`src/rtl/cam_ctrl.sv`:
```
// Request-level controller for an external CAM: owns the valid bitmap and occupancy count,
// sequences search/write/read pulses and returns one status response per request.
module cam_ctrl #(
    parameter int WIDTH      = 32,
    parameter int ADDR_WIDTH = 5
) (
    input  logic                  clk_i,
    input  logic                  rst_i,
    input  logic                  req_valid_i,
    output logic                  req_ready_o,
    input  logic [1:0]            req_op_i,
    input  logic [WIDTH-1:0]      req_key_i,
    input  logic [ADDR_WIDTH-1:0] req_index_i,
    output logic                  rsp_valid_o,
    input  logic                  rsp_ready_i,
    output logic [1:0]            rsp_status_o,
    output logic [ADDR_WIDTH-1:0] rsp_index_o,
    output logic [WIDTH-1:0]      rsp_data_o,
    output logic                  cam_search_enable_o,
    output logic [WIDTH-1:0]      cam_search_data_o,
    input  logic                  cam_search_valid_i,
    input  logic [ADDR_WIDTH-1:0] cam_search_index_i,
    output logic                  cam_write_enable_o,
    output logic [ADDR_WIDTH-1:0] cam_write_index_o,
    output logic [WIDTH-1:0]      cam_write_data_o,
    output logic                  cam_read_enable_o,
    output logic [ADDR_WIDTH-1:0] cam_read_index_o,
    input  logic [WIDTH-1:0]      cam_read_value_i,
    output logic [ADDR_WIDTH:0]   count_o,
    output logic                  full_o
);
    localparam int DEPTH = 2 ** ADDR_WIDTH;

    localparam logic [1:0] OP_LOOKUP = 2'd0;
    localparam logic [1:0] OP_INSERT = 2'd1;
    localparam logic [1:0] OP_DELETE = 2'd2;
    localparam logic [1:0] OP_READ   = 2'd3;

    localparam logic [1:0] ST_OK   = 2'd0;
    localparam logic [1:0] ST_MISS = 2'd1;
    localparam logic [1:0] ST_FULL = 2'd2;
    localparam logic [1:0] ST_DUP  = 2'd3;

    typedef enum logic [2:0] {IDLE, SEARCH, READ, EVAL, WRITE, RESP} state_t;

    state_t                  state_reg, state_next;
    logic [1:0]              op_reg;
    logic [WIDTH-1:0]        key_reg;
    logic [ADDR_WIDTH-1:0]   index_reg;
    logic [ADDR_WIDTH-1:0]   target_reg;
    logic [DEPTH-1:0]        bitmap_reg;
    logic [ADDR_WIDTH:0]     count_reg;
    logic [1:0]              status_reg;
    logic [ADDR_WIDTH-1:0]   rsp_index_reg;
    logic [WIDTH-1:0]        rsp_data_reg;

    logic                    hit, vhit, free_found;
    logic [ADDR_WIDTH-1:0]   free_index;

    assign hit  = cam_search_valid_i;
    assign vhit = hit & bitmap_reg[cam_search_index_i];

    // Descending scan so the last assignment wins: lowest clear bitmap bit.
    always_comb begin
        free_found = 1'b0;
        free_index = '0;
        for (int i = DEPTH - 1; i >= 0; i--) begin
            if (!bitmap_reg[i]) begin
                free_found = 1'b1;
                free_index = i[ADDR_WIDTH-1:0];
            end
        end
    end

    always_ff @(posedge clk_i or posedge rst_i) begin
        if (rst_i) state_reg <= IDLE;
        else       state_reg <= state_next;
    end

    always_comb begin
        state_next          = state_reg;
        cam_search_enable_o = 1'b0;
        cam_write_enable_o  = 1'b0;
        cam_read_enable_o   = 1'b0;
        case (state_reg)
            IDLE:   if (req_valid_i) state_next = (req_op_i == OP_READ) ? READ : SEARCH;
            SEARCH: begin cam_search_enable_o = 1'b1; state_next = EVAL; end
            READ:   begin cam_read_enable_o = 1'b1; state_next = EVAL; end
            EVAL: begin
                if (op_reg == OP_INSERT && !vhit && (hit || free_found)) state_next = WRITE;
                else                                                      state_next = RESP;
            end
            WRITE:  begin cam_write_enable_o = 1'b1; state_next = RESP; end
            RESP:   if (rsp_ready_i) state_next = IDLE;
            default: state_next = IDLE;
        endcase
    end

    always_ff @(posedge clk_i or posedge rst_i) begin
        if (rst_i) begin
            op_reg        <= '0;
            key_reg       <= '0;
            index_reg     <= '0;
            target_reg    <= '0;
            bitmap_reg    <= '0;
            count_reg     <= '0;
            status_reg    <= '0;
            rsp_index_reg <= '0;
            rsp_data_reg  <= '0;
        end else begin
            case (state_reg)
                IDLE: if (req_valid_i) begin
                    op_reg    <= req_op_i;
                    key_reg   <= req_key_i;
                    index_reg <= req_index_i;
                end
                EVAL: begin
                    rsp_data_reg <= '0;
                    case (op_reg)
                        OP_LOOKUP, OP_DELETE: begin
                            status_reg    <= vhit ? ST_OK : ST_MISS;
                            rsp_index_reg <= vhit ? cam_search_index_i : '0;
                            if (vhit && op_reg == OP_DELETE) begin
                                bitmap_reg[cam_search_index_i] <= 1'b0;
                                count_reg <= count_reg - (ADDR_WIDTH+1)'(1);
                            end
                        end
                        OP_INSERT: begin
                            // A stale match is reused so the key stays at its lowest CAM index.
                            if (vhit) begin
                                status_reg    <= ST_DUP;
                                rsp_index_reg <= cam_search_index_i;
                            end else if (hit) begin
                                target_reg <= cam_search_index_i;
                            end else if (free_found) begin
                                target_reg <= free_index;
                            end else begin
                                status_reg    <= ST_FULL;
                                rsp_index_reg <= '0;
                            end
                        end
                        default: begin
                            status_reg    <= bitmap_reg[index_reg] ? ST_OK : ST_MISS;
                            rsp_index_reg <= bitmap_reg[index_reg] ? index_reg : '0;
                            rsp_data_reg  <= bitmap_reg[index_reg] ? cam_read_value_i : '0;
                        end
                    endcase
                end
                WRITE: begin
                    bitmap_reg[target_reg] <= 1'b1;
                    count_reg     <= count_reg + (ADDR_WIDTH+1)'(1);
                    status_reg    <= ST_OK;
                    rsp_index_reg <= target_reg;
                    rsp_data_reg  <= '0;
                end
                default: ;
            endcase
        end
    end

    assign req_ready_o       = (state_reg == IDLE) && !rst_i;
    assign rsp_valid_o       = (state_reg == RESP);
    assign rsp_status_o      = status_reg;
    assign rsp_index_o       = rsp_index_reg;
    assign rsp_data_o        = rsp_data_reg;
    assign cam_search_data_o = key_reg;
    assign cam_write_index_o = target_reg;
    assign cam_write_data_o  = key_reg;
    assign cam_read_index_o  = index_reg;
    assign count_o           = count_reg;
    assign full_o            = (count_reg == (ADDR_WIDTH+1)'(DEPTH));
endmodule
```
`config.mk`:
```
export PLATFORM = sky130hd
export DESIGN_NAME = cam_ctrl
export DESIGN_NICKNAME = d
export VERILOG_FILES = /design/src/rtl/cam_ctrl.sv
export SDC_FILE = /design/constraint.sdc
export NUM_CORES = 1
export LEC_CHECK = 0
export ABC_CLOCK_PERIOD_IN_PS = 4600
export CORE_ASPECT_RATIO = 1.5
export CORE_UTILIZATION = 64
export DETAILED_ROUTE_END_ITERATION = 8
export DONT_BUFFER_PORTS = 1
export GPL_TIMING_DRIVEN = 0
export HOLD_SLACK_MARGIN = 0.03
export PLACE_DENSITY = 0.87
export SLEW_MARGIN = 20
export SYNTH_ARGS = -nofsm -noshare
export SYNTH_HDL_FRONTEND = slang
export SYNTH_SLANG_ARGS = --single-unit
```
`constraint.sdc`:
```
create_clock -name clk_i -period 4.6 [get_ports clk_i]
set_input_delay 0 -clock clk_i [delete_from_list [all_inputs] [get_ports clk_i]]
set_output_delay 0 -clock clk_i [all_outputs]
set_load 0.005 [all_outputs]
```
==> qor.yml, run 1 <==
status: "finished, violations left"
violations: "DRC"
hold_viol: 0
seq_area_frac_synth: 0.4811
fillers: 500
cp_max_fo: 12
synth_cell_type_count: 68
gp_congestion: 0.9087
diodes: 0
io_buffers: 0
ir_drop_v: 0.0004335
cts_num_sinks: 124
multi_input_area_sq_um: 2860
p_leak_nw: 3.526
ant_nets: 0
end_kind: "flop"
wirelength_microns: 21430
netSwitchingFraction: 0.3909
post_drt_wl_per_cell_microns: 26.13
cp.arrival_ns: 3.27
core.rowCount: 44
tightest_slew_ns: 1.246
worst_ep_required_time_ns: 4.94
num_vias: 5867
crit_top_cell: "a21oi_1"
hold_class: "in2reg"
final_util: 0.8184
design.core.area_sq_um: 9744
power_density_nw_per_um2: 657.7
cp-start-kind: "flop"
numCtsBuffers: 17
cts_tree: "done"
syn_area_sq_um: 6450
synth-seq-cells: 124
htree_levels: 4
synth_warnings: 0
dieWidth_microns: 83.97
overflow: 0
synth-edff-count: 0
grtUsageTotal: 0.4229
final_cell_mix: "124 x dfrtp_1, 76 x dlygate4sd3_1, 66 x a21oi_1"
fin_crit_sh: 0.6373
rsz0062_at_grt: "false"
p_comb_frac: 0.353
fp.dieH_microns: 125.0
synthToLayoutAreaGrowth_pct: 23.65
drv_cap: 0
fmax_mhz: 341.1
crit_buf_inv: 1
setup_viol: 0
p_int_mw: 3.195
grt_max_degree: 67
grt_pass1_wl_microns: 33620
slew_headroom: 0.1672
reg2reg_slack_ns: 1.67
layout-drive-gt1-share: 0.2014
syn_avg_cell_area_sq_um: 10.82
postSynthCellCount: 596
seq_area_sq_um: 3103
post-cts-setup-buffers: 0
clk_latency_ns: 0.43
num_io_pins: 206
drtIter0Drc: 840
firstDrtPassIters: 9
initial_core_util: 0.6619
worstPathCellList: "clkbuf_1 > nor2_1 > nand2_1 > ha_1 > a21o_1 > a21oi_1 > o21bai_1 > a21oi_1 > mux2i_1 > xor2_1"
ctsResizeCount: 0
grt_pass1_vias: 6187
post-route-drc-count: 10
seq_power_share: 0.392
netSwitchingPower_mw: 2.050
fin_tns_setup_ns: 0
synthArstFlopShare: 1.000
syn-num-nets: 682
antenna_found_initial: 0
skew_ns: 0.01625
routed_via_density: 7.155
slowest_stage: "ha_1"
ys_dominant_reg_cell: "dfrtp_1"
clockPowerShare: 0.255
final_common_cell: "dfrtp_1"
clock-root-buffer: "clkbuf_16"
cp_top_family: "compound AO/OA/AOI/OAI gates"
slew_viol_final: 0
die_area_sq_um: 10490
dpl.hpwl_microns: 13090
max_stage_delay_ns: 0.43
path_class: "reg2reg"
clkTransAtPathRegs_ns: 0.06
fin_nets: 778
cts_buffer_depth: 2
min_period_ns: 2.932
-- worst register-to-register path: stages (launching register included) --
cell and delay (ns):
dfrtp_1 0.37, clkbuf_1 0.21, nor2_1 0.27, nand2_1 0.40, ha_1 0.44, a21o_1 0.18
a21oi_1 0.25, o21bai_1 0.12, a21oi_1 0.20, mux2i_1 0.24, xor2_1 0.18
-- kinds of logic after synthesis --
group,synth area share
xor+xnor,0.006791
flops,0.4811
buf+inv,0.07546
simple gates,0.1112
compound gates,0.1866
mux,0.1280
fa+ha+maj,0.01086
-- final cells by class --
cell class	instances	area share
Tap cell	115	0.01804
Timing Repair Buffer	77	0.09884
Clock inverter	14	0.01992
Buffer	68	0.05303
Inverter	17	0.008629
Clock buffer	18	0.05381
Multi-Input combinational cell	387	0.3586
Sequential cell	124	0.3891
-- synthesized netlist by cell type, types with 3 or more instances --
| cell type | count | area (sq um) |
|---|---|---|
| a21oi_1 | 66 | 330.3 |
| a222oi_1 | 4 | 40.04 |
| a22o_1 | 35 | 306.5 |
| a31oi_1 | 11 | 68.82 |
| and3_1 | 4 | 25.02 |
| buf_1 | 7 | 26.28 |
| buf_2 | 8 | 40.04 |
| buf_4 | 38 | 285.3 |
| clkbuf_1 | 13 | 48.80 |
| dfrtp_1 | 124 | 3103 |
| ha_1 | 4 | 50.05 |
| inv_1 | 15 | 56.30 |
| mux2_2 | 41 | 461.7 |
| mux2i_1 | 24 | 240.2 |
| mux4_2 | 5 | 112.6 |
| nand2_1 | 35 | 131.4 |
| nand2b_1 | 4 | 25.02 |
| nand3_1 | 14 | 70.07 |
| nand4_1 | 8 | 50.05 |
| nor2_1 | 29 | 108.9 |
| nor3_1 | 8 | 40.04 |
| nor3b_1 | 9 | 67.56 |
| nor4_1 | 4 | 25.02 |
| o2111ai_1 | 3 | 26.28 |
| o21ai_0 | 19 | 95.09 |
| o31ai_1 | 6 | 45.04 |
| xnor2_1 | 3 | 26.28 |
-- through the flow --
step                total power [mW]  cells  instance area (sq um)  hold WS, ns  setup slack (ns)
finish                         5.246    820                   7975      0.05543             1.668
global route                   5.439    820                   7975      0.05432             1.460
CTS                            5.067    820                   7975      0.04016             1.881
detailed placement             3.677    712                   6626     -0.04461             1.935
global placement               3.592    711                   6594      0.05834            0.3450
floorplan                      3.205    596                   6450      0.03029             1.301
-- power groups by stage --
stage               combinational (mW)  sequential (mW)  clock [mW]
global route                      1.96             2.08        1.39
floorplan                         1.36             1.84           0
finish                            1.85             2.05        1.34
CTS                               1.74             2.00        1.33
detailed placement                1.67             2.00           0
global placement                  1.60             1.99           0
-- metal layers --
layer	GRT usage	vias to the layer above	part of all wire
li1	-	2376	-
met1	0.4734	2816	0.32
met2	0.7001	529	0.50
met3	0.1281	146	0.11
met4	0.2698	0	0.068
met5	0	-	0
-- repair_timing --
action / CTS / global route
hold buffers: 76 / 0
endpoints found under the setup margin: 0 / 0
endpoints found under the hold margin: 215 / 0
-- final timing paths --
kind                                  startpoint              to  cells after the start
min                        cam_search_index_i[2]  bitmap_reg[23]                      3
max in group asynchronous                  rst_i  bitmap_reg[16]                      3
min in group asynchronous                  rst_i  rsp_data_o[10]                      2
max                                 state_reg[1]      count_o[5]                     10
max reg2reg                         state_reg[1]      count_o[5]                     10
min reg2reg                       rsp_data_o[25]  rsp_data_o[25]                      1
Power figures use the tool's default switching activity.
==> inputs of run 2 (changes only) <==
--- a/config.mk
+++ b/config.mk
@@ -5,14 +5,14 @@
 export SDC_FILE = /design/constraint.sdc
 export NUM_CORES = 1
 export LEC_CHECK = 0
-export ABC_CLOCK_PERIOD_IN_PS = 4600
+export ABC_CLOCK_PERIOD_IN_PS = 2600
 export CORE_ASPECT_RATIO = 1.5
-export CORE_UTILIZATION = 64
+export CORE_UTILIZATION = 58
 export DETAILED_ROUTE_END_ITERATION = 8
 export DONT_BUFFER_PORTS = 1
 export GPL_TIMING_DRIVEN = 0
 export HOLD_SLACK_MARGIN = 0.03
-export PLACE_DENSITY = 0.87
+export PLACE_DENSITY = 0.83
 export SLEW_MARGIN = 20
 export SYNTH_ARGS = -nofsm -noshare
 export SYNTH_HDL_FRONTEND = slang
==> constraint.sdc (replaced) <==
create_clock -name clk_i -period 2.6 [get_ports clk_i]
set_input_delay 0 -clock clk_i [delete_from_list [all_inputs] [get_ports clk_i]]
set_output_delay 0 -clock clk_i [all_outputs]
set_load 0.005 [all_outputs]
==> qor.yml, run 2 (synthesis gave the netlist of run 1 again) <==
status: "finished, violations left"
violations: "setup timing"
grt_pass1_vias: 6078
dp_cells: 744
final_cell_mix: "124 x dfrtp_1, 76 x dlygate4sd3_1, 63 x a21oi_1"
min-delay-start: "rst_i"
grtUsageTotal: 0.3936
final_area_sq_um: 8145
drtIter0Drc: 628
dieWidth_microns: 88.10
hold_viol: 0
cts_tree: "done"
whs_ns: 0.05167
ant_nets: 0
dpl_cell_area_sq_um: 6711
p_leak_nw: 3.592
num_io_pins: 206
cp_max_fo: 8
final_util: 0.7609
synthToLayoutAreaGrowth_pct: 26.29
whs_endpoint: "req_ready_o"
layout-drive-gt1-share: 0.2239
dp_slack_ns: -0.1734
drv_cap: 0
firstDrtPassIters: 6
fmax_mhz: 382.7
fin_tns_setup_ns: -0.01294
fp.dieH_microns: 131.2
fin_cells: 854
post_drt_wl_per_cell_microns: 26.54
cts_num_sinks: 124
overflow: 0
htree_levels: 4
num_vias: 5850
reg2reg_slack_ns: -0.01
clock-root-buffer: "clkbuf_16"
min_path_cells: 1
regToRegEndpoint: "rsp_index_o[2]"
tightest_slew_ns: 0.9351
antenna_found_initial: 0
rsz0062_at_grt: "true"
min_period_ns: 2.613
path_class: "reg2reg"
power_density_nw_per_um2: 1145
initial_core_util: 0.6025
hold_class: "in2out"
routed_via_density: 6.850
numCtsBuffers: 17
fin_crit_sh: 1.005
diodes: 0
final_common_cell: "dfrtp_1"
r2r_cells: 8
design.core.area_sq_um: 10710
wirelength_microns: 22670
grt_pass1_wl_microns: 33500
skew_ns: 0.007514
slew_headroom: 0.3732
slew_viol_final: 0
r2r-start: "cam_read_index_o[1]"
fin_nets: 783
io_buffers: 0
total_power_mw: 9.329
end_kind: "flop"
cp.arrival_ns: 2.89
die_area_sq_um: 11550
gp_congestion: 0.9408
post-route-drc-count: 0
dpl.hpwl_microns: 13470
worst_slack_ns: -0.01294
cp-start-kind: "flop"
clkTransAtPathRegs_ns: 0.06
worst_ep_required_time_ns: 2.88
ir_drop_v: 0.0008366
core.rowCount: 46
clk_latency_ns: 0.42
grt_max_degree: 37
setup_viol: 1
cts_buffer_depth: 2
-- run 2: changes by cell type in the layout (fill, tap and decap cells not counted), moves of 2 or more --
| cell | change |
|---|---|
| buf_12 | +5 |
| clkbuf_1 | -5 |
| inv_6 | -4 |
| a21oi_2 | +2 |
| buf_4 | +5 |
| buf_2 | -2 |
| clkinv_4 | +2 |
| a21oi_1 | -3 |
-- run 2: power by group --
group          switching [mW]  internal, mW
registers               0.972          2.68
clock network           0.989          1.36
logic                    1.75          1.57
-- run 2: per-layer routing --
layer / global-route usage / routed length, microns
met1: 0.4401 / 7446
met3: 0.1106 / 2189
met2: 0.6550 / 11580
met5: 0 / 0
met4: 0.2294 / 1452
-- run 2: how the worst max path moves through the flow --
stage	start	end	slack, ns	depth (start not counted)
final	cam_read_index_o[1]	rsp_index_o[2]	-0.01	8
after global routing	cam_read_index_o[0]	rsp_index_o[2]	-0.08	9
after CTS	state_reg[0]	count_o[5]	-0.004	10
after detailed placement	cam_read_index_o[0]	rsp_data_o[5]	-0.17	9
after global placement	state_reg[0]	bitmap_reg[10]	-0.12	6
after floorplan	state_reg[0]	count_o[5]	0.30	10
-- run 2: final cells by class --
cell class / instances / area, sq um
Inverter: 17 / 67.56
Buffer: 65 / 417.9
Multi-Input combinational cell: 387 / 2910
Clock inverter: 14 / 136.4
Timing Repair Buffer: 85 / 890.9
Fill cell: 666 / 2560
Sequential cell: 124 / 3103
Clock buffer: 18 / 439.2
Tap cell: 144 / 180.2
-- run 2: worst max-delay path: stages, from the launching register on --
cell,delay [ns]
dfrtp_1,0.39
buf_1,0.40
mux4_2,0.38
mux2i_1,0.25
nand2b_1,0.16
a211o_1,0.22
a21oi_2,0.11
a222oi_1,0.40
o31ai_1,0.16
-- run 2: repair_timing --
item                                    4_1_cts  5_1_grt
hold buffers                                 76        0
hold endpoints to repair                    165        0
resized for setup                             6        9
endpoints found under the setup margin       37       43
pin swaps                                     0        6
buffers inserted                              0        5
==> inputs of run 3 (changes only) <==
--- a/config.mk
+++ b/config.mk
@@ -5,14 +5,14 @@
 export SDC_FILE = /design/constraint.sdc
 export NUM_CORES = 1
 export LEC_CHECK = 0
-export ABC_CLOCK_PERIOD_IN_PS = 2600
+export ABC_CLOCK_PERIOD_IN_PS = 2800
 export CORE_ASPECT_RATIO = 1.5
-export CORE_UTILIZATION = 58
+export CORE_UTILIZATION = 64
 export DETAILED_ROUTE_END_ITERATION = 8
 export DONT_BUFFER_PORTS = 1
 export GPL_TIMING_DRIVEN = 0
 export HOLD_SLACK_MARGIN = 0.03
-export PLACE_DENSITY = 0.83
+export PLACE_DENSITY = 0.87
 export SLEW_MARGIN = 20
 export SYNTH_ARGS = -nofsm -noshare
 export SYNTH_HDL_FRONTEND = slang
==> constraint.sdc (replaced) <==
create_clock -name clk_i -period 2.8 [get_ports clk_i]
set_input_delay 0 -clock clk_i [delete_from_list [all_inputs] [get_ports clk_i]]
set_output_delay 0 -clock clk_i [all_outputs]
set_load 0.005 [all_outputs]
==> qor.yml, run 3 (synthesis gave the netlist of run 1 again) <==
hold_viol: 0
layout-drive-gt1-share: 0.2164
grt_pass1_vias: 6427
fp.dieH_microns: 125.0
design.core.area_sq_um: 9744
cp-start-kind: "flop"
slew_viol_final: 0
r2r-start: "cam_read_index_o[0]"
multi_input_area_sq_um: 2899
post-cts-setup-buffers: 0
cp.arrival_ns: 3.01
firstDrtPassIters: 9
crit_start: "cam_read_index_o[0]"
cp_max_fo: 10
r2r_cells: 9
grt_pass1_wl_microns: 36400
fin_cells: 822
clock-root-buffer: "clkbuf_16"
core.rowCount: 44
hold_class: "in2out"
post-route-drc-count: 44
p_leak_nw: 3.613
worst_ep_required_time_ns: 3.08
drv_cap: 0
num_vias: 6144
fin_nets: 780
slew_headroom: 0.3181
dpl_cell_area_sq_um: 6675
cts_num_sinks: 124
tightest_slew_ns: 1.019
violations: "DRC"
ir_drop_v: 0.0008296
routed_via_density: 7.474
rsz0062_at_grt: "false"
status: "finished, violations left"
overflow: 0
cts_buffer_depth: 2
fmax_mhz: 366.1
num_io_pins: 206
post_drt_wl_per_cell_microns: 28.54
path_class: "reg2reg"
dieWidth_microns: 83.97
dp_cells: 714
fin_tns_setup_ns: 0
dpl.hpwl_microns: 13290
gp_congestion: 0.9892
grt_max_degree: 39
regToRegEndpoint: "rsp_index_o[0]"
io_buffers: 0
final_area_sq_um: 8142
reg2reg_slack_ns: 0.07
cts_tree: "done"
numCtsBuffers: 17
antenna_found_initial: 0
final_util: 0.8355
seq_area_sq_um: 3103
clk_latency_ns: 0.42
min_period_ns: 2.732
setup_viol: 0
skew_ns: 0.01213
final_cell_mix: "124 x dfrtp_1, 76 x dlygate4sd3_1, 66 x a21oi_1"
end_kind: "flop"
fin_crit_sh: 0.9756
fillers: 467
clkTransAtPathRegs_ns: 0.06
drtIter0Drc: 896
power_density_nw_per_um2: 1121
grtUsageTotal: 0.4618
ant_nets: 0
endpoint: "rsp_index_o[0]"
initial_core_util: 0.6619
die_area_sq_um: 10490
wirelength_microns: 23460
diodes: 0
htree_levels: 4
final_common_cell: "dfrtp_1"
synthToLayoutAreaGrowth_pct: 26.23
-- run 3: cell types whose count changed in the layout (fill, tap and decap cells not counted), sizes merged --
cell,previous run,this run
clkinv,7,5
inv,20,18
bufinv,1,5
clkinvlp,3,1
buf,63,58
clkbuf,29,33
-- run 3: area by class of cell --
type	instances	area share
clock inverter	12	0.02551
clock buffer	20	0.05732
timing repair buffer	79	0.1017
buffer	68	0.05225
multi-input combinational	387	0.3561
tap	115	0.01767
inverter	17	0.008299
sequential	124	0.3811
-- run 3: routing by layer --
metal | track usage | vias up | part of all wire
met5 | 0 | - | 0
met4 | 0.3124 | 0 | 0.079
met3 | 0.1446 | 192 | 0.12
met2 | 0.7290 | 603 | 0.49
met1 | 0.5387 | 2959 | 0.32
li1 | - | 2390 | -
-- run 3: power breakdown --
part / leakage (nW) / internal, mW / switching (mW)
Sequential: 1.47 / 2.49 / 0.876
Clock: 0.331 / 1.66 / 0.879
Combinational: 1.81 / 1.45 / 1.76
-- run 3: what timing repair did --
action,4_1_cts,5_1_grt
hold endpoints to repair,151,0
gates resized for setup,0,11
endpoints found under the setup margin,0,64
hold buffers,76,0
-- run 3: critical path, cell delays in order, from the launching register on --
cell	delay (ns)
dfrtp_1	0.36
buf_2	0.25
buf_4	0.24
mux2i_1	0.10
a22oi_1	0.21
nand4b_1	0.14
a211o_1	0.39
a21oi_1	0.37
a222oi_1	0.16
o31ai_1	0.38
-- run 3: how the worst min path moves through the flow --
| stage | start | to | cells past startpoint |
|---|---|---|---|
| after floorplan | rst_i | req_ready_o | 1 |
| after global placement | rst_i | req_ready_o | 1 |
| after detailed placement | rst_i | rsp_data_o[30] | 1 |
| after CTS | rst_i | req_ready_o | 1 |
| after global routing | rst_i | req_ready_o | 1 |
| final | rst_i | req_ready_o | 1 |
-- run 3: through the flow --
| step | power, mW | hold WS, ns | setup slack (ns) |
|---|---|---|---|
| after floorplan | 5.265 | 0.03029 | 0.5020 |
| after global placement | 5.909 | 0.03487 | 0.04659 |
| after detailed placement | 6.059 | 0.02070 | 0.09385 |
| after CTS | 8.686 | 0.03503 | 0.03104 |
| after global routing | 9.410 | 0.04486 | 0.003801 |
| final | 9.123 | 0.04296 | 0.06845 |
